## src/rtl/mem_arbiter_if.sv

```systemverilog
// Purpose: groups the IF fetch port, DM data port, memory port and stall counter of mem_arbiter.
// Latency: none (wires only).
// Backpressure: req held until ready/ack; slave = arbiter side, master = pipeline/memory side.
interface mem_arbiter_if #(
    parameter int AW = 32,
    parameter int DW = 32
);
    // Fetch stage port
    logic          if_req_i;
    logic [AW-1:0] if_addr_i;
    logic          flush_i;
    logic          if_ready_o;
    logic [DW-1:0] if_rdata_o;
    // Data stage port
    logic          dm_req_i;
    logic          dm_we_i;
    logic [AW-1:0] dm_addr_i;
    logic [DW-1:0] dm_wdata_i;
    logic          dm_ready_o;
    logic [DW-1:0] dm_rdata_o;
    // Memory port
    logic          mem_req_o;
    logic          mem_we_o;
    logic [AW-1:0] mem_addr_o;
    logic [DW-1:0] mem_wdata_o;
    logic          mem_ack_i;
    logic [DW-1:0] mem_rdata_i;
    // Memory-induced stall cycle counter
    logic [15:0]   stall_cnt_o;

    modport slave (
        input  if_req_i, if_addr_i, flush_i,
        input  dm_req_i, dm_we_i, dm_addr_i, dm_wdata_i,
        input  mem_ack_i, mem_rdata_i,
        output if_ready_o, if_rdata_o, dm_ready_o, dm_rdata_o,
        output mem_req_o, mem_we_o, mem_addr_o, mem_wdata_o,
        output stall_cnt_o
    );

    modport master (
        output if_req_i, if_addr_i, flush_i,
        output dm_req_i, dm_we_i, dm_addr_i, dm_wdata_i,
        output mem_ack_i, mem_rdata_i,
        input  if_ready_o, if_rdata_o, dm_ready_o, dm_rdata_o,
        input  mem_req_o, mem_we_o, mem_addr_o, mem_wdata_o,
        input  stall_cnt_o
    );
endinterface

```

## src/rtl/mem_arbiter.sv

```systemverilog
// Purpose: arbitrates IF/DM stages onto one single-port memory (DM priority), counts stall cycles.
// Latency: req cycle 0 -> mem_req_o cycle 1 -> ack cycle k -> ready pulse k+1 -> idle k+2.
// Backpressure: requesters hold req until their ready pulse; memory holds off via mem_ack_i.
// Ports: clk_i, rst_i (async active-low) plus bus (mem_arbiter_if.slave) carrying all handshakes.
module mem_arbiter #(
    parameter int AW = 32,
    parameter int DW = 32
) (
    input  logic          clk_i,
    input  logic          rst_i,
    mem_arbiter_if.slave  bus
);
    typedef enum logic [1:0] {IDLE, IF_BUSY, DM_BUSY, RESP} state_t;

    state_t        state_q, state_d;
    logic          owner_dm_q, owner_dm_d;
    logic          drop_q, drop_d;
    logic          we_q, we_d;
    logic [AW-1:0] addr_q, addr_d;
    logic [DW-1:0] wdata_q, wdata_d;
    logic [DW-1:0] if_rdata_q, if_rdata_d;
    logic [DW-1:0] dm_rdata_q, dm_rdata_d;
    logic [15:0]   stall_q, stall_d;

    logic busy;
    logic if_ready;
    logic dm_ready;

    // All outputs are decoded from state or come straight from registers.
    assign busy     = (state_q == IF_BUSY) || (state_q == DM_BUSY);
    assign if_ready = (state_q == RESP) && !owner_dm_q && !drop_q;
    assign dm_ready = (state_q == RESP) && owner_dm_q;

    assign bus.mem_req_o   = busy;
    assign bus.mem_we_o    = busy && we_q;
    assign bus.mem_addr_o  = addr_q;
    assign bus.mem_wdata_o = wdata_q;
    assign bus.if_ready_o  = if_ready;
    assign bus.dm_ready_o  = dm_ready;
    assign bus.if_rdata_o  = if_rdata_q;
    assign bus.dm_rdata_o  = dm_rdata_q;
    assign bus.stall_cnt_o = stall_q;

    always_comb begin
        state_d    = state_q;
        owner_dm_d = owner_dm_q;
        drop_d     = drop_q;
        we_d       = we_q;
        addr_d     = addr_q;
        wdata_d    = wdata_q;
        if_rdata_d = if_rdata_q;
        dm_rdata_d = dm_rdata_q;

        case (state_q)
            IDLE: begin
                // Data access wins: it belongs to the older instruction.
                if (bus.dm_req_i) begin
                    state_d    = DM_BUSY;
                    owner_dm_d = 1'b1;
                    addr_d     = bus.dm_addr_i;
                    we_d       = bus.dm_we_i;
                    wdata_d    = bus.dm_wdata_i;
                end else if (bus.if_req_i) begin
                    state_d    = IF_BUSY;
                    owner_dm_d = 1'b0;
                    addr_d     = bus.if_addr_i;
                    we_d       = 1'b0;
                    wdata_d    = '0;
                end
            end
            IF_BUSY, DM_BUSY: begin
                // A flushed fetch still runs to completion on the memory side;
                // only its ready pulse is swallowed.
                if ((state_q == IF_BUSY) && bus.flush_i) begin
                    drop_d = 1'b1;
                end
                if (bus.mem_ack_i) begin
                    state_d = RESP;
                    if (owner_dm_q) begin
                        dm_rdata_d = bus.mem_rdata_i;
                    end else begin
                        if_rdata_d = bus.mem_rdata_i;
                    end
                end
            end
            RESP: begin
                state_d = IDLE;
                drop_d  = 1'b0;
            end
            default: begin
                state_d = IDLE;
            end
        endcase
    end

    // Saturating count of cycles where a stage waits on memory.
    always_comb begin
        stall_d = stall_q;
        if ((bus.if_req_i || bus.dm_req_i) && !if_ready && !dm_ready && (stall_q != 16'hFFFF)) begin
            stall_d = stall_q + 16'd1;
        end
    end

    always_ff @(posedge clk_i or negedge rst_i) begin
        if (!rst_i) begin
            state_q    <= IDLE;
            owner_dm_q <= 1'b0;
            drop_q     <= 1'b0;
            we_q       <= 1'b0;
            addr_q     <= '0;
            wdata_q    <= '0;
            if_rdata_q <= '0;
            dm_rdata_q <= '0;
            stall_q    <= '0;
        end else begin
            state_q    <= state_d;
            owner_dm_q <= owner_dm_d;
            drop_q     <= drop_d;
            we_q       <= we_d;
            addr_q     <= addr_d;
            wdata_q    <= wdata_d;
            if_rdata_q <= if_rdata_d;
            dm_rdata_q <= dm_rdata_d;
            stall_q    <= stall_d;
        end
    end
endmodule

```

## src/flat_wrapper.sv

```systemverilog
// flat-port wrapper written by rule: the top's interface ports become plain ports
module mem_arbiter_flat 
#(
    parameter int AW = 32,
    parameter int DW = 32
)
  (clk_i, rst_i, bus_if_req_i, bus_if_addr_i, bus_flush_i, bus_dm_req_i, bus_dm_we_i, bus_dm_addr_i, bus_dm_wdata_i, bus_mem_ack_i, bus_mem_rdata_i, bus_if_ready_o, bus_if_rdata_o, bus_dm_ready_o, bus_dm_rdata_o, bus_mem_req_o, bus_mem_we_o, bus_mem_addr_o, bus_mem_wdata_o, bus_stall_cnt_o);
  mem_arbiter_if #(.AW(AW), .DW(DW)) bus_i ();
  input  logic clk_i;
  input  logic rst_i;
  input wire logic [$bits(bus_i.if_req_i)-1:0] bus_if_req_i;
  input wire logic [$bits(bus_i.if_addr_i)-1:0] bus_if_addr_i;
  input wire logic [$bits(bus_i.flush_i)-1:0] bus_flush_i;
  input wire logic [$bits(bus_i.dm_req_i)-1:0] bus_dm_req_i;
  input wire logic [$bits(bus_i.dm_we_i)-1:0] bus_dm_we_i;
  input wire logic [$bits(bus_i.dm_addr_i)-1:0] bus_dm_addr_i;
  input wire logic [$bits(bus_i.dm_wdata_i)-1:0] bus_dm_wdata_i;
  input wire logic [$bits(bus_i.mem_ack_i)-1:0] bus_mem_ack_i;
  input wire logic [$bits(bus_i.mem_rdata_i)-1:0] bus_mem_rdata_i;
  output wire logic [$bits(bus_i.if_ready_o)-1:0] bus_if_ready_o;
  output wire logic [$bits(bus_i.if_rdata_o)-1:0] bus_if_rdata_o;
  output wire logic [$bits(bus_i.dm_ready_o)-1:0] bus_dm_ready_o;
  output wire logic [$bits(bus_i.dm_rdata_o)-1:0] bus_dm_rdata_o;
  output wire logic [$bits(bus_i.mem_req_o)-1:0] bus_mem_req_o;
  output wire logic [$bits(bus_i.mem_we_o)-1:0] bus_mem_we_o;
  output wire logic [$bits(bus_i.mem_addr_o)-1:0] bus_mem_addr_o;
  output wire logic [$bits(bus_i.mem_wdata_o)-1:0] bus_mem_wdata_o;
  output wire logic [$bits(bus_i.stall_cnt_o)-1:0] bus_stall_cnt_o;
  assign bus_i.if_req_i = bus_if_req_i;
  assign bus_i.if_addr_i = bus_if_addr_i;
  assign bus_i.flush_i = bus_flush_i;
  assign bus_i.dm_req_i = bus_dm_req_i;
  assign bus_i.dm_we_i = bus_dm_we_i;
  assign bus_i.dm_addr_i = bus_dm_addr_i;
  assign bus_i.dm_wdata_i = bus_dm_wdata_i;
  assign bus_i.mem_ack_i = bus_mem_ack_i;
  assign bus_i.mem_rdata_i = bus_mem_rdata_i;
  assign bus_if_ready_o = bus_i.if_ready_o;
  assign bus_if_rdata_o = bus_i.if_rdata_o;
  assign bus_dm_ready_o = bus_i.dm_ready_o;
  assign bus_dm_rdata_o = bus_i.dm_rdata_o;
  assign bus_mem_req_o = bus_i.mem_req_o;
  assign bus_mem_we_o = bus_i.mem_we_o;
  assign bus_mem_addr_o = bus_i.mem_addr_o;
  assign bus_mem_wdata_o = bus_i.mem_wdata_o;
  assign bus_stall_cnt_o = bus_i.stall_cnt_o;
  mem_arbiter #(.AW(AW), .DW(DW)) u_core (.clk_i(clk_i), .rst_i(rst_i), .bus(bus_i));
endmodule
```

## config.mk

```make
export PLATFORM = sky130hd
export DESIGN_NAME = mem_arbiter_flat
export DESIGN_NICKNAME = d
export VERILOG_FILES = /design/src/rtl/mem_arbiter_if.sv /design/src/rtl/mem_arbiter.sv /design/src/flat_wrapper.sv
export SDC_FILE = /design/constraint.sdc
export NUM_CORES = 1
export LEC_CHECK = 0
export ABC_AREA = 1
export CAP_MARGIN = 10
export CORE_ASPECT_RATIO = 1.75
export CORE_MARGIN = 2
export CORE_UTILIZATION = 35
export DETAILED_ROUTE_END_ITERATION = 16
export PLACE_DENSITY = 0.68
export SLEW_MARGIN = 20
export SYNTH_ARGS = -nofsm -noshare
export SYNTH_HDL_FRONTEND = slang
export SYNTH_SLANG_ARGS = --single-unit
```

## constraint.sdc

```tcl
create_clock -name clk_i -period 2.1 [get_ports clk_i]
set_input_delay 0.315 -clock clk_i [delete_from_list [all_inputs] [get_ports clk_i]]
set_output_delay 0.315 -clock clk_i [all_outputs]
set_load 0.01 [all_outputs]
```

# After elaboration in Yosys (flattened, before gate mapping)

Cells that the tools add are included.

Bits in registers: 149
Input bits: 135

Add/subtract/negate cells: 1
Eq/ne operators: 7
Muxes and demuxes: 13
Bitwise operators: 1
Reduce and logical (&&, ||, !) cells: 23

Operator list:

| operator              | number |
|---|---|
| $mux 32               | 4 |
| $add 16x1->16 const B | 1 |
| $ne 16x16->1 const B  | 1 |
| $logic_and 1x1->1     | 8 |
| $mux 2                | 3 |
| $pmux 2 s3            | 1 |
| $reduce_and 2->1      | 3 |
| $reduce_and 3->1      | 2 |
| $eq 2x2->1 const B    | 2 |
| $logic_not 1->1       | 4 |
| $mux 1                | 4 |
| $reduce_bool 2->1     | 2 |
| $ne 3x3->1 const B    | 1 |
| $eq 2x1->1 const B    | 1 |
| $logic_not 2->1       | 1 |
| $logic_or 1x1->1      | 2 |
| $ne 2x1->1 const B    | 1 |
| $ne 2x2->1 const B    | 1 |
| $pmux 1 s2            | 1 |
| $reduce_or 2->1       | 1 |
| $not 1->1             | 1 |

# Longest topological paths before layout

Word-level depth: 7
Gate-level depth with buffers: 9
Mapped depth without buffers: 8

# Worst setup path before layout

OpenSTA, ideal clock, no wires.

Path kind: reg2reg
Start point: register u_core.state_q[0]
End point: register u_core.if_rdata_q[24] (netlist: u_core.bus.if_rdata_o[24])
Arrival: 1.425 ns
Data required time: 1.967 ns
Setup slack: 0.542 ns
Cell stages (with the launch flop): 7
Path buffers: 2
Period minus slack after synthesis: 1.558 ns
Cells stage by stage: dfrtp_1 inv_1 ha_1 buf_2 nand3_2 clkbuf_1 o21ai_0

Word-level cells in the longest chain between the ends: 3

RTL lines:

| item                                            | line               | source |
|---|---|---|
| start: declaration                              | mem_arbiter.sv:15  | `state_t state_q, state_d;` |
| start signal: assignment                        | mem_arbiter.sv:116 | `state_q <= state_d;` |
| $eq 2x2->1 / $eq 2x1->1 (equally long branches) | mem_arbiter.sv:54  | `case (state_q)` |
| $reduce_or 2->1 (*)                             | mem_arbiter.sv:54  |  |
| $reduce_and 3->1 (no line) (*)                  | n/a                |  |
| end signal: assignment                          | mem_arbiter.sv:122 | `if_rdata_q <= if_rdata_d;` |
| end: declaration                                | mem_arbiter.sv:21  | `logic [DW-1:0] if_rdata_q, if_rdata_d;` |

Every way passes the cells marked *; elsewhere a longest branch is shown, timed or not.
A chain may end at the register's enable or synchronous reset.

# Worst setup path after layout

Start point: register u_core.state_q[0]
End point: output port bus_mem_we_o

Word-level cells in the longest chain between the ends: 3

RTL lines:

| item                                            | line               | source |
|---|---|---|
| $eq 2x1->1 / $eq 2x2->1 (equally long branches) | mem_arbiter.sv:30  | `assign busy = (state_q == IF_BUSY) \|\| (state_q == DM_BUSY);` |
| $logic_or 1x1->1 (*)                            | mem_arbiter.sv:30  |  |
| $logic_and 1x1->1 (*)                           | mem_arbiter.sv:35  | `assign bus.mem_we_o = busy && we_q;` |
| end: declaration                                | flat_wrapper.sv:25 | `output wire logic [$bits(bus_i.mem_we_o)-1:0] bus_mem_we_o;` |

Marked as above.

==> results.toml <==
[placed_design]
gp_congestion = 0.8490
hpwl_mm = 14.35
io_buffer_count = 282

[clocking]
clock_tree.root_cell = "clkbuf_16"
worst_skew_pair.late_latency_ns = 0.42
number_of_buffers_inserted_to_repair_setup_after_cts = 0
cts_buffers = 17
clock_path_buffers = 2
tritoncts = "yes"
cts_sinks = 149
clock_tree.htree_level_count = 4
clock_input_transition_at_the_sequential_cells_of_the_worst_setup_and_hold_paths_ns = 0.06

[global_route]
first_global_vias = 6022
grt_pass1_wl_mm = 31.25
groute.usage.overall = 0.2055
largest_net_degree_at_the_start_of_global_routing = 65
grt_antenna_before_repair = 3
grt_overflow_total = 0

[synthesis]
synth_cells = 735
postSynthRegisterBits = 149
synth_seq_area_share = 0.5773
postSynthNetCount = 875
synth.lib_cells_used.distinct = 28
synth.avg_cell_area_sq_um = 8.787
ys.warnings.count = 0
netlist_area_sq_um = 6459

[pwr]
powerDensity_nw_per_um2 = 1396
power.leakage_nw = 4.632
worst_ir_drop_vdd_uv = 708.5

[drt]
highest-signal-layer = "met5"
wirelength_met1_mm = 7.409
post_drt_wl_per_cell_microns = 15.59
totalWireLength_mm = 19.63
post-route-drc-count = 0
dr_wl_met3_microns = 923
met2RoutedLength_mm = 10.13
detailroute.via_count = 5940
initialDrtViolationCount = 279
ant_nets = 0
detailedRoute.firstPassIterationCount = 5
vias_per_cell = 4.718

[setup_path]
critical_path.reg2reg.startpoint = "u_core.state_q[0]"
setup.worst_path.start_class = "flop"
worst-r2r-setup-slack_ns = 0.28
critPathTopFamily = "buffers and inverters"
end_kind = "output pin"
path_common_cell = "inv_1"
regToRegEndpoint = "u_core.bus.dm_rdata_o[15]"
crit_path_max_incr_delay_ns = 0.37
timing_worst_setup_path_type = "reg2out"
cp.required_ns = 1.78
critPathSlowestCell = "dfrtp_1"
critPathArrivalTime_ns = 1.61
timing.reg2reg.worst_path_depth = 6
cp_cell_sequence = "inv_1, ha_1, nand2_1, inv_1, dlygate4sd2_1"
cp_max_fo = 3
crit_buf_inv = 3

[sta]
setup-violations-final = 0
timing.fmax_mhz = 520.4
timing.final.max_slew_violations = 0
hold_violations_final = 0
hold_slack_ns = 0.3563
tightest_pin_transition_ns = 0.5512
rsz_0062_raised_after_global_routing = "false"
clock-skew-final_ns = 0.01158
timing.final.crit_share = 0.9151
setup_tns_ns = 0
max_slew_margin_vs_limit = 0.6320
period_needed_ns = 1.922

[min_path]
worst_hold_path_type = "in2async"

[final_layout]
drive_gt1_frac = 0.07136
filler_cell_count = 1639
syn_to_final_growth_pct = 57.13
post-route-util = 0.5621
multiInputGateArea_sq_um = 2328
num-nets-final = 1150
ff_latch_area_sq_um = 3729

[die]
fp.dieH_microns = 183.7
die_area_sq_um = 19600
die-width_microns = 106.7
coreArea_sq_um = 18050
top_level_ports = 283
fp-row-count = 65
effective_utilization_at_floorplan = 0.3577

[flow_run]
drv.max_cap_violation_count = 0

[outcome]
status = "completed"
synth_stat cells:
| library cell | count | area, sq um |
|---|---|---|
| inv_1 | 52 | 195.2 |
| nand4_1 | 5 | 31.28 |
| xnor2_1 | 5 | 43.79 |
| buf_2 | 6 | 30.03 |
| o21ai_1 | 3 | 15.01 |
| nor2_4 | 3 | 33.78 |
| nand3b_1 | 1 | 7.510 |
| nand2_2 | 2 | 12.51 |
| buf_4 | 5 | 37.54 |
| dfrtp_1 | 149 | 3729 |
| nand2_1 | 226 | 848.3 |
| o21bai_4 | 1 | 18.77 |
| clkbuf_1 | 25 | 93.84 |
| nor2_2 | 4 | 25.02 |
| buf_1 | 5 | 18.77 |
| nand3_2 | 4 | 40.04 |
| ha_1 | 5 | 62.56 |
| o21ai_2 | 3 | 26.28 |
| buf_6 | 2 | 22.52 |
| nand2_4 | 2 | 22.52 |
| nand3_1 | 40 | 200.2 |
| nor2_1 | 44 | 165.2 |
| inv_2 | 3 | 11.26 |
| xor2_1 | 2 | 17.52 |
| nor2_8 | 1 | 20.02 |
| a22oi_1 | 2 | 15.01 |
| o21ai_0 | 103 | 515.5 |
| a31oi_1 | 32 | 200.2 |
how the worst max path moves through the flow:
stage | startpoint | to | depth (start not counted)
3_5_place_dp | u_core.state_q[0] | u_core.bus.dm_rdata_o[1] | 6
4_1_cts | u_core.state_q[0] | bus_dm_ready_o | 4
3_3_place_gp | u_core.state_q[0] | bus_mem_we_o | 5
2_1_floorplan | u_core.state_q[0] | u_core.bus.if_rdata_o[24] | 6
6_report | u_core.state_q[0] | bus_mem_we_o | 5
5_1_grt | u_core.state_q[0] | u_core.bus.dm_rdata_o[19] | 6
power by group:
part / total, W / switching (W) / internal [W]
sequential: 0.00484 / 0.000703 / 0.00414
clock: 0.00306 / 0.00126 / 0.00180
combinational: 0.00626 / 0.00307 / 0.00319
area by class of cell:
class                      count  area share
antenna                        2   0.0004932
clock buffer                  19     0.04364
clock inverter                13     0.01442
inverter                      55     0.02034
multi-input combinational    488      0.2294
sequential                   149      0.3674
tap                          234     0.02885
timing repair buffer         299      0.2954
timing repair:
action / CTS / global route
hold buffers: 1 / 0
resized for setup: 3 / 1
hold endpoints to repair: 33 / 0
endpoints found under the setup margin: 3 / 1
registers in the layout (all words and copies together), names as in the netlist:
register	flops
u_core.bus.dm_rdata_o	32
u_core.bus.if_rdata_o	32
u_core.bus.mem_addr_o	32
u_core.bus.mem_wdata_o	32
u_core.bus.stall_cnt_o	16
u_core.state_q	2
u_core.drop_q	1
u_core.owner_dm_q	1
u_core.we_q	1
cell families after synthesis:
logic type / count (synthesis) / synth area share
and+or+nand+nor: 332 / 0.2177
AOI/OAI and AO/OA: 144 / 0.1224
DFF: 149 / 0.5773
buffers and inverters: 98 / 0.06335
xor gates and xnor gates: 7 / 0.009493
adders and majority gates: 5 / 0.009686
worst reg2reg max path, stage by stage (launching register included):
cell     delay (ns)
dfrtp_1        0.37
inv_1          0.08
ha_1           0.33
buf_4          0.17
nand3_2        0.05
buf_4          0.45
o21ai_0        0.20
routing by layer:
layer / vias to the layer above / GRT usage
li1: 2922 / -
met3: 57 / 0.04041
met4: 2 / 0.1278
met1: 2760 / 0.2306
met5: - / 0
met2: 199 / 0.3541
cells in the final DEF (no fill, tap or decap), types with 3 or more instances in the layout:
| master | instances |
|---|---|
| o21ai_2 | 3 |
| clkinv_4 | 3 |
| dlygate4sd2_1 | 3 |
| nand3_1 | 40 |
| o21ai_0 | 103 |
| nand4_1 | 5 |
| inv_6 | 4 |
| dfrtp_1 | 149 |
| inv_2 | 3 |
| nand2_1 | 226 |
| nor2_2 | 4 |
| buf_4 | 12 |
| clkdlybuf4s50_1 | 276 |
| nor2_1 | 43 |
| clkbuf_16 | 17 |
| o21ai_1 | 3 |
| xnor2_1 | 5 |
| ha_1 | 5 |
| inv_1 | 52 |
| buf_12 | 4 |
| nor2_4 | 4 |
| a31oi_1 | 32 |
| nand3_2 | 4 |
through the flow:
| step | worst slack [ns] | cell area, sq um | total power [W] | std cells |
|---|---|---|---|---|
| floorplan | 0.5416 | 6459 | 0.007657 | 735 |
| global placement | 0.3775 | 9545 | 0.01111 | 1224 |
| detailed placement | 0.3091 | 9545 | 0.01124 | 1224 |
| CTS | 0.03387 | 10140 | 0.01436 | 1257 |
| global route | 0.09020 | 10150 | 0.01515 | 1259 |
| finish | 0.1783 | 10150 | 0.01416 | 1259 |
Power figures use the tool's default switching activity.
